**config.mk**
```make
export PLATFORM = sky130hd
export DESIGN_NAME = button_conditioner
export DESIGN_NICKNAME = d
export VERILOG_FILES = /design/src/rtl/btn_pkg.sv /design/src/rtl/sync_2ff.sv /design/src/rtl/button_conditioner.sv
export SDC_FILE = /design/constraint.sdc
export NUM_CORES = 1
export LEC_CHECK = 0
export ABC_CLOCK_PERIOD_IN_PS = 2200
export CORE_UTILIZATION = 50
export DETAILED_ROUTE_END_ITERATION = 12
export PLACE_DENSITY_LB_ADDON = 0.05
export RECOVER_POWER = 100
export SETUP_SLACK_MARGIN = 0.2
export SLEW_MARGIN = 20
export SYNTH_ARGS = -nofsm -noshare
export SYNTH_HDL_FRONTEND = slang
export SYNTH_HIERARCHICAL = 1
export SYNTH_SLANG_ARGS = --single-unit
```
**constraint.sdc**
```tcl
create_clock -name clk -period 2.2 [get_ports clk]
set_input_delay 0.33 -clock clk [delete_from_list [all_inputs] [get_ports clk]]
set_output_delay 0.33 -clock clk [all_outputs]
set_load 0.1 [all_outputs]
```
**src/rtl/btn_pkg.sv**
```systemverilog
// Shared types and board-clock timing defaults for the push-button front end.
package btn_pkg;

    typedef enum logic [1:0] {
        IDLE   = 2'd0,
        HOLD   = 2'd1,
        REPEAT = 2'd2
    } btn_state_t;

    // 100 MHz board clock: 10 ms debounce, 500 ms first repeat, 100 ms repeat period
    localparam int DEF_DEBOUNCE_CYCLES = 1_000_000;
    localparam int DEF_REPEAT_DELAY    = 50_000_000;
    localparam int DEF_REPEAT_PERIOD   = 10_000_000;

    function automatic int max_int(input int a, input int b);
        return (a > b) ? a : b;
    endfunction

endpackage

```
**src/rtl/sync_2ff.sv**
```systemverilog
// Two-flop synchroniser for a single asynchronous input bit.
module sync_2ff (
    input  logic clk,
    input  logic reset,
    input  logic d,
    output logic q
);

    logic r_meta;
    logic r_sync;

    always_ff @(posedge clk or posedge reset) begin
        if (reset) begin
            r_meta <= 1'b0;
            r_sync <= 1'b0;
        end else begin
            r_meta <= d;
            r_sync <= r_meta;
        end
    end

    assign q = r_sync;

endmodule

```
**src/rtl/button_conditioner.sv**
```systemverilog
// Push-button conditioner: synchronise, debounce, press/release edge pulses and auto-repeat.
//   state  | meaning
//   IDLE   | button released, waiting for a debounced rise
//   HOLD   | pressed, counting towards the first repeat
//   REPEAT | held past the first repeat, pulsing every REPEAT_PERIOD cycles
module button_conditioner
    import btn_pkg::*;
#(
    parameter int DEBOUNCE_CYCLES = DEF_DEBOUNCE_CYCLES,
    parameter int REPEAT_DELAY    = DEF_REPEAT_DELAY,
    parameter int REPEAT_PERIOD   = DEF_REPEAT_PERIOD,
    parameter int REPEAT_EN       = 1
) (
    input  logic clk,
    input  logic reset,
    input  logic btn_in,
    output logic btn_level,
    output logic btn_press,
    output logic btn_release,
    output logic btn_repeat,
    output logic btn_step
);

    localparam int DW = $clog2(DEBOUNCE_CYCLES);
    localparam int RW = $clog2(max_int(REPEAT_DELAY, REPEAT_PERIOD));

    localparam logic [DW-1:0] DCNT_TC = DW'(DEBOUNCE_CYCLES - 1);
    localparam logic [RW-1:0] RD_TC   = RW'(REPEAT_DELAY - 1);
    localparam logic [RW-1:0] RP_TC   = RW'(REPEAT_PERIOD - 1);

    logic          w_btn_s;
    logic [DW-1:0] r_dcnt;
    logic          r_stable;
    logic          r_level;
    logic          r_press;
    logic          r_release;
    logic          r_repeat;
    logic          r_step;
    btn_state_t    r_state;
    btn_state_t    w_state_nxt;
    logic [RW-1:0] r_rcnt;
    logic [RW-1:0] w_rcnt_nxt;
    logic          w_repeat_nxt;
    logic          w_rise;
    logic          w_fall;

    sync_2ff u_sync (
        .clk   (clk),
        .reset (reset),
        .d     (btn_in),
        .q     (w_btn_s)
    );

    always_ff @(posedge clk or posedge reset) begin
        if (reset) begin
            r_dcnt   <= '0;
            r_stable <= 1'b0;
        end else if (w_btn_s == r_stable) begin
            r_dcnt <= '0;
        end else if (r_dcnt == DCNT_TC) begin
            r_stable <= ~r_stable;
            r_dcnt   <= '0;
        end else begin
            r_dcnt <= r_dcnt + DW'(1);
        end
    end

    // r_stable is the debounced level one cycle early, so level and edge pulses land together
    assign w_rise = r_stable & ~r_level;
    assign w_fall = ~r_stable & r_level;

    always_comb begin
        w_state_nxt  = r_state;
        w_rcnt_nxt   = r_rcnt;
        w_repeat_nxt = 1'b0;
        case (r_state)
            IDLE: begin
                if (w_rise) begin
                    w_state_nxt = HOLD;
                    w_rcnt_nxt  = '0;
                end
            end
            HOLD: begin
                if (w_fall) begin
                    w_state_nxt = IDLE;
                    w_rcnt_nxt  = '0;
                end else if (r_rcnt == RD_TC) begin
                    if (REPEAT_EN != 0) begin
                        w_repeat_nxt = 1'b1;
                        w_rcnt_nxt   = '0;
                        w_state_nxt  = REPEAT;
                    end
                end else begin
                    w_rcnt_nxt = r_rcnt + RW'(1);
                end
            end
            REPEAT: begin
                if (w_fall) begin
                    w_state_nxt = IDLE;
                    w_rcnt_nxt  = '0;
                end else if (r_rcnt == RP_TC) begin
                    w_repeat_nxt = 1'b1;
                    w_rcnt_nxt   = '0;
                end else begin
                    w_rcnt_nxt = r_rcnt + RW'(1);
                end
            end
            default: begin
                w_state_nxt = IDLE;
                w_rcnt_nxt  = '0;
            end
        endcase
    end

    always_ff @(posedge clk or posedge reset) begin
        if (reset) begin
            r_state   <= IDLE;
            r_rcnt    <= '0;
            r_level   <= 1'b0;
            r_press   <= 1'b0;
            r_release <= 1'b0;
            r_repeat  <= 1'b0;
            r_step    <= 1'b0;
        end else begin
            r_state   <= w_state_nxt;
            r_rcnt    <= w_rcnt_nxt;
            r_level   <= r_stable;
            r_press   <= w_rise;
            r_release <= w_fall;
            r_repeat  <= w_repeat_nxt;
            r_step    <= w_rise | w_repeat_nxt;
        end
    end

    assign btn_level   = r_level;
    assign btn_press   = r_press;
    assign btn_release = r_release;
    assign btn_repeat  = r_repeat;
    assign btn_step    = r_step;

endmodule

```
==> out/metrics.yaml, run 1 <==
power_and_ir_drop:
  powerDensity_nw_per_um2: 488
  p_leak_nw: 1.41
  p_total_w: 0.00163
  peakVddDrop_v: 0.000252
floorplan:
  rows: 27
  die_h_um: 77.8
  initial_core_util_pct: 52.1
  die-area_um2: 6050
  core_um2: 5510
  die_w_um: 77.8
  ios: 8
timing:
  period_share_pct: 93.0
  fmaxAchievable_mhz: 489
  worst_slack_ps: 155
  finalHoldViolCount: 0
  min_period_ps: 2050
  setup_viol: 0
  finClkSkew_ps: 5.56
  holdWs_ps: 337
  tns_ps: 0
  worstMarginPinSlew_ps: 1160
  rsz0062_at_grt: "true"
  finalMaxSlewViolations: 0
  slew-limit-headroom_pct: 22.7
placed_design:
  placed_cell_area_um2: 3100
  hpwl_um: 3710
  place.gp.congestion: 0.788
  pre_cts_ws_ps: 162
  port_buffers: 7
worst_setup_path:
  critPathMostFrequentCell: "buf_4"
  worst-path-buf-inv: 3
  worst_setup_path_end_kind: "flip-flop"
  critPathArrivalTime_ps: 2250
  cp_top_family: "simple AND/OR/NAND/NOR gates"
  crit_path_top_delay_cell: "or4_1"
  critPathRequiredTime_ps: 2400
  crit_path_start_kind: "flip-flop"
  critPathKind: "flip-flop to flip-flop"
  crit_chain: "or4_1 -> nor4_4 -> buf_4 -> a211oi_4 -> nor3_4 -> buf_4 -> buf_6 -> nor2_1"
  max_stage_delay_ps: 570
  path_max_fanout: 6
clock_network:
  cts-root-buf: "clkbuf_8"
  clk_latency_ps: 300
  cts_buffers: 5
  h-tree-depth: 2
  tritoncts: "built"
  cts_buffer_depth: 2
  clock-sinks: 56
  cts_hold_buf: 0
  path_clk_slew_ps: 90
drt:
  totalWireLength_um: 5630
  first_iter_violations: 120
  avgViaCountPerCell: 5.37
  final_antenna_net_count: 0
  num_vias: 2142
  drt_pre_antenna_iters: 5
  wl_per_cell_um: 14.1
  drc: 0
synthesis:
  ys_seq_area_share_pct: 48.8
  netlist_instances: 293
  ys_types: 44
  syn_nets: 301
  synth.cell_area_um2: 2870
  yosysTopAreaCell: "dfrtp_1"
  yosysWarnings: 6
  yosys.area.top_type_share_pct: 48.8
  synth_ff_type: "dfrtp_1"
  synth_edf_count: 0
  synthTopCellsByArea: "dfrtp_1 (49%), xnor2_1 (9.5%), nor2_1 (6.1%), xor2_1 (3.4%), nand2_1 (2.9%)"
  synth_common_cells: "dfrtp_1 (56), nor2_1 (47), xnor2_1 (31), nand2_1 (22), inv_1 (17)"
  yosysMostFrequentCell: "dfrtp_1"
  avgSynthCellArea_um2: 9.80
  ys_seq_elements: 56
  async_reset_ff_share_pct: 100
layout:
  area_delta_synth_final_pct: 16.3
  multi_input_area_um2: 1420
  final_nets: 334
  antennaDiodeCount: 0
  design_area_um2: 3340
  seq_area_um2: 1400
  layout-drive-gt1-share_pct: 18.7
  fill_cells: 468
min_path:
  min_path_type: "input port to asynchronous set/reset pin"
global_routing:
  grt_pass1_vias: 1972
  antenna_found_initial: 0
  grt_overflow_total: 0
  grt_usage_pct: 20.2
  grt_max_degree: 55
  grt_pass1_wl_um: 9540
outcome:
  status: "completed"
run:
  cap_viol_max_count: 0
## layout make-up
class                           count  area share, %
Clock inverter                      1          0.150
Timing Repair Buffer               33           8.47
Tap cell                           72           2.70
Sequential cell                    56           42.1
Clock buffer                        7           2.29
Inverter                           17           1.91
Multi-Input combinational cell    213           42.4
## metrics by stage
| step | cells | utilization [%] |
|---|---|---|
| 2_1_floorplan | 293 | - |
| 6_report | 399 | 60.6 |
| 5_1_grt | 399 | 60.6 |
| 3_3_place_gp | 378 | 56.2 |
| 3_5_place_dp | 378 | 56.2 |
| 4_1_cts | 386 | 57.9 |
## cell usage in the layout (no fill, tap or decap), drive strengths merged, types with 3 or more instances in the layout
master,Yosys,layout
dfrtp,56,56
nand3,12,12
xor2,11,11
nand2b,3,3
and4,4,4
and3,4,4
nor3,11,11
a21oi,4,4
o21ai,3,3
nor2,57,57
nor4,13,13
clkbuf,2,14
nand2,22,22
inv,17,17
buf,5,24
ha,5,5
nand4,8,8
xnor2,31,31
and2,3,3
## registers in the layout, indices dropped and copies added (netlist names)
signal,cells
r_rcnt,26
btn_press,1
r_dcnt,20
r_stable,1
btn_repeat,1
btn_release,1
btn_step,1
u_sync/r_meta,1
u_sync/q,1
r_state,2
btn_level,1
## layer usage
layer / global-route usage [%] / vias up / part of all wire (%)
li1: - / 1055 / -
met1: 31.4 / 1047 / 52
met2: 27.9 / 33 / 43
met3: 3.88 / 7 / 4.1
met4: 6.42 / 0 / 1.2
met5: 0 / - / 0
## power by group
part	internal (W)	switching (W)	total (W)
Clock	0.000225	0.000318	0.000542
Sequential	0.00103	0.00000484	0.00104
Combinational	0.0000152	0.0000308	0.0000460
## worst reg2reg max path, delay by kind of cell (launching register included)
family,cells,cell delay (ps)
simple gates,4,990
buf+inv,3,470
flops,1,410
compound gates,1,80
## cells by family (layout without fill, tap and decap cells)
kind of cell,Yosys count,count (layout),share of synthesized area [%]
AO/OA/AOI/OAI,16,16,3.92
multiplexers,1,1,0.392
buffers and inverters,24,58,3.97
flip-flops,56,56,48.8
XOR/XNOR,42,42,12.8
adder cells (fa/ha/maj),5,5,2.18
AND/OR/NAND/NOR,149,149,27.9
## what timing repair did
action | in CTS | in global routing
gates resized for setup | 2 | 26
buffers inserted | 0 | 11
setup endpoints to repair | 6 | 45
gates cloned | 0 | 2
pin swaps | 0 | 1
## worst paths after layout
path / from / end / slack [ps] / depth (start not counted)
hold reg to reg: u_sync/r_meta$_DFF_PP0_ / u_sync/q$_DFF_PP0_ / 370 / 0
setup reg to reg: r_rcnt[24]$_DFFE_PP0P_ / r_rcnt[13]$_DFFE_PP0P_ / 150 / 8
min in group clk: u_sync/r_meta$_DFF_PP0_ / u_sync/q$_DFF_PP0_ / 370 / 0
max in group asynchronous: reset / r_rcnt[17]$_DFFE_PP0P_ / 1380 / 3
setup / recovery: r_rcnt[24]$_DFFE_PP0P_ / r_rcnt[13]$_DFFE_PP0P_ / 150 / 8
hold / removal: reset / u_sync/r_meta$_DFF_PP0_ / 340 / 2
No activity file was read; power rests on OpenSTA's default activity.
==> run 2: changes to the inputs <==
--- a/config.mk
+++ b/config.mk
@@ -6,12 +6,14 @@
 export NUM_CORES = 1
 export LEC_CHECK = 0
 export ABC_CLOCK_PERIOD_IN_PS = 2200
+export CAP_MARGIN = 20
 export CORE_UTILIZATION = 50
+export CTS_CLUSTER_DIAMETER = 100
 export DETAILED_ROUTE_END_ITERATION = 12
 export PLACE_DENSITY_LB_ADDON = 0.05
 export RECOVER_POWER = 100
 export SETUP_SLACK_MARGIN = 0.2
-export SLEW_MARGIN = 20
+export SLEW_MARGIN = 15
 export SYNTH_ARGS = -nofsm -noshare
 export SYNTH_HDL_FRONTEND = slang
 export SYNTH_HIERARCHICAL = 1
==> results of run 2 <==
No change in the layout: final DEF, timing and power equal those of run 1.
==> run 3: changes to the inputs <==
--- a/config.mk
+++ b/config.mk
@@ -10,9 +10,10 @@
 export CORE_UTILIZATION = 50
 export CTS_CLUSTER_DIAMETER = 100
 export DETAILED_ROUTE_END_ITERATION = 12
+export GPL_TIMING_DRIVEN = 1
 export PLACE_DENSITY_LB_ADDON = 0.05
 export RECOVER_POWER = 100
-export SETUP_SLACK_MARGIN = 0.2
+export SETUP_SLACK_MARGIN = 0.05
 export SLEW_MARGIN = 15
 export SYNTH_ARGS = -nofsm -noshare
 export SYNTH_HDL_FRONTEND = slang
==> run 3 against run 2 <==
- clock power is 26% higher
- worst setup slack got worse by 120 ps
- cell count is 1.8% lower
- sequential power about the same
- first-iteration DRC count rose by 28%
- cell area is 1.4% lower
- core utilization fell by 0.86 points
- die area unchanged
- global-route usage is essentially flat
- sequential share of layout area grew 0.57 points
- sequential cell count unchanged
- critical path type unchanged
- critical endpoint is now r_rcnt[19]$_DFFE_PP0P_
- largest cell class is now registers
==> out/metrics.yaml, run 3 (same netlist as run 1, synthesis figures left out) <==
outcome:
  status: "completed"  # unchanged
layout:
  fill_cells: 500  # was 468
  largest_register_ffs: 26  # unchanged
  utilization_pct: 59.7  # was 60.6%
  area_delta_synth_final_pct: 14.6  # was 16.3%
  layout.cells.most_common_list: "dfrtp_1 (55), nor2_1 (42), xnor2_1 (31)"  # was dfrtp_1 (54), nor2_1 (41), xnor2_1 (31)
  antennaDiodeCount: 0  # unchanged
  final_nets: 327  # was 334
  layout-drive-gt1-share_pct: 17.2  # was 18.7%
  regMostFlops: "r_rcnt"  # unchanged
  layout_commonest_cell: "dfrtp_1"  # unchanged
  reg_top3: "r_rcnt (26), r_dcnt (20), r_state (2)"  # unchanged
  design_area_um2: 3290  # was 3340 µm²
global_routing:
  grt_max_degree: 55  # unchanged
  grt_usage_pct: 20.2  # about the same
  antenna_found_initial: 0  # unchanged
  grt_overflow_total: 0  # unchanged
  grt_pass1_vias: 1986  # was 1972
  grt_pass1_wl_um: 9500  # was 9540 µm
clock_network:
  cts_buffers: 5  # unchanged
  tritoncts: "built"  # unchanged
  cts_hold_buf: 0  # unchanged
  cts_buffer_depth: 2  # unchanged
  path_clk_slew_ps: 100  # was 90 ps
  h-tree-depth: 2  # unchanged
  clk_latency_ps: 310  # was 300 ps
  cts-root-buf: "clkbuf_8"  # unchanged
  clock-sinks: 56  # unchanged
worst_setup_path:
  reg2reg_slack_ps: 40  # was 150 ps
  worstReg2RegEnd: "r_rcnt[19]$_DFFE_PP0P_"  # was r_rcnt[13]$_DFFE_PP0P_
  endpoint: "r_rcnt[19]$_DFFE_PP0P_"  # was r_rcnt[13]$_DFFE_PP0P_
  critPathKind: "flip-flop to flip-flop"  # unchanged
  crit_cells: 8  # unchanged
  rr_startpoint: "r_rcnt[24]$_DFFE_PP0P_"  # unchanged
  worst_setup_path_end_kind: "flip-flop"  # unchanged
  max_stage_delay_ps: 540  # was 570 ps
  cp_top_family: "simple AND/OR/NAND/NOR gates"  # unchanged
  critPathRequiredTime_ps: 2400  # about the same
  reg2reg_depth: 8  # unchanged
  crit_path_top_delay_cell: "or4_4"  # was or4_1
  crit_chain: "or4_4 -> nor4_1 -> buf_4 -> a211oi_4 -> nor3_4 -> buf_6 -> clkbuf_16 -> nor2_1"  # was or4_1 -> nor4_4 -> buf_4 -> a211oi_4 -> nor3_4 -> buf_4 -> buf_6 -> nor2_1
  path_max_fanout: 6  # unchanged
  crit_path_start_kind: "flip-flop"  # unchanged
  worst-path-buf-inv: 3  # unchanged
  critPathArrivalTime_ps: 2370  # was 2250 ps
  critPathLaunch: "r_rcnt[24]$_DFFE_PP0P_"  # unchanged
floorplan:
  die-area_um2: 6050  # unchanged
  initial_core_util_pct: 52.1  # unchanged
  die_w_um: 77.8  # unchanged
  core_um2: 5510  # unchanged
  die_h_um: 77.8  # unchanged
  ios: 8  # unchanged
  rows: 27  # unchanged
power_and_ir_drop:
  swShare_pct: 21.5  # was 21.7%
  switching_power_w: 0.000379  # was 0.000353 W
  powerDensity_nw_per_um2: 535  # was 488 nW/µm²
  p_total_w: 0.00176  # was 0.00163 W
  clockPowerShare_pct: 38.8  # was 33.3%
  p_seq_share_pct: 59.1  # was 63.9%
  p_int_w: 0.00138  # was 0.00127 W
  p_leak_nw: 1.36  # was 1.41 nW
  pwr-share-comb_pct: 2.2  # was 2.8%
  peakVddDrop_v: 0.000264  # was 0.000252 V
timing:
  finClkSkew_ps: 9.20  # was 5.56 ps
  rsz0062_at_grt: "true"  # unchanged
  fmaxAchievable_mhz: 462  # was 489 MHz
  worstMarginPinSlew_ps: 1300  # was 1160 ps
  setup_viol: 0  # unchanged
  slew-limit-headroom_pct: 13.1  # was 22.7%
  tns_ps: 0  # unchanged
  min_period_ps: 2160  # was 2050 ps
  period_share_pct: 98.3  # was 93.0%
  finalMaxSlewViolations: 0  # unchanged
  finalHoldViolCount: 0  # unchanged
drt:
  drc: 0  # unchanged
  final_antenna_net_count: 0  # unchanged
  avgViaCountPerCell: 5.33  # was 5.37
  num_vias: 2091  # was 2142
  wl_per_cell_um: 14.5  # was 14.1 µm
  totalWireLength_um: 5690  # was 5630 µm
  drt_pre_antenna_iters: 4  # was 5
  first_iter_violations: 153  # was 120
min_path:
  min_path_type: "input port to asynchronous set/reset pin"  # unchanged
run:
  cap_viol_max_count: 0  # unchanged
placed_design:
  placed_cell_area_um2: 3080  # was 3100 µm²
  hpwl_um: 3670  # was 3710 µm
  place.gp.congestion: 0.748  # was 0.788
  port_buffers: 7  # unchanged
-- run 3: worst min path at each step --
stage | from | to | slack [ps] | cells past startpoint
after floorplan | reset | u_sync/q$_DFF_PP0_ | 70 | 1
after global routing | reset | u_sync/r_meta$_DFF_PP0_ | 320 | 2
after global placement | u_sync/r_meta$_DFF_PP0_ | u_sync/q$_DFF_PP0_ | 340 | 0
after CTS | reset | u_sync/r_meta$_DFF_PP0_ | 200 | 2
final | reset | u_sync/r_meta$_DFF_PP0_ | 320 | 2
after detailed placement | u_sync/r_meta$_DFF_PP0_ | u_sync/q$_DFF_PP0_ | 340 | 0
-- run 3: final cells by class --
cell class | count | area, µm² | area share, %
clock buffers | 5 | 68.8 | 2.09
clock inverters | 3 | 42.5 | 1.29
inverters | 17 | 63.8 | 1.94
multi-input cells | 213 | 1390 | 42.2
flip-flops and latches | 56 | 1400 | 42.6
well taps | 72 | 90.1 | 2.74
repair buffers | 26 | 234 | 7.11
-- run 3: power by group through the flow --
stage,Sequential [W],Clock [W],Combinational [W]
after floorplan,0.00106,0,0.0000282
after global placement,0.00106,0,0.0000442
after detailed placement,0.00106,0,0.0000446
after CTS,0.00104,0.000703,0.0000447
after global routing,0.00104,0.000738,0.0000464
final,0.00104,0.000683,0.0000379
-- run 3: timing repair --
| action | in CTS | in global routing |
|---|---|---|
| buffers inserted | 0 | 4 |
| setup endpoints to repair | 3 | 43 |
| resized for setup | 0 | 13 |
| gates cloned | 0 | 3 |
| pin swaps | 1 | 5 |
-- run 3: metal layers --
metal	part of all wire, %	up-vias	track usage (%)
met4	1.2	0	6.23
met2	42	23	29.2
met5	0	-	0
met3	2.6	7	3.88
li1	-	1042	-
met1	54	1019	30.3
-- run 3: through the flow --
step,setup WS [ps],hold WS [ps],std cells
floorplan,140,71.2,293
global placement,94.5,343,377
detailed placement,58.5,340,377
CTS,77.2,201,385
global route,-14.0,316,392
finish,36.9,322,392
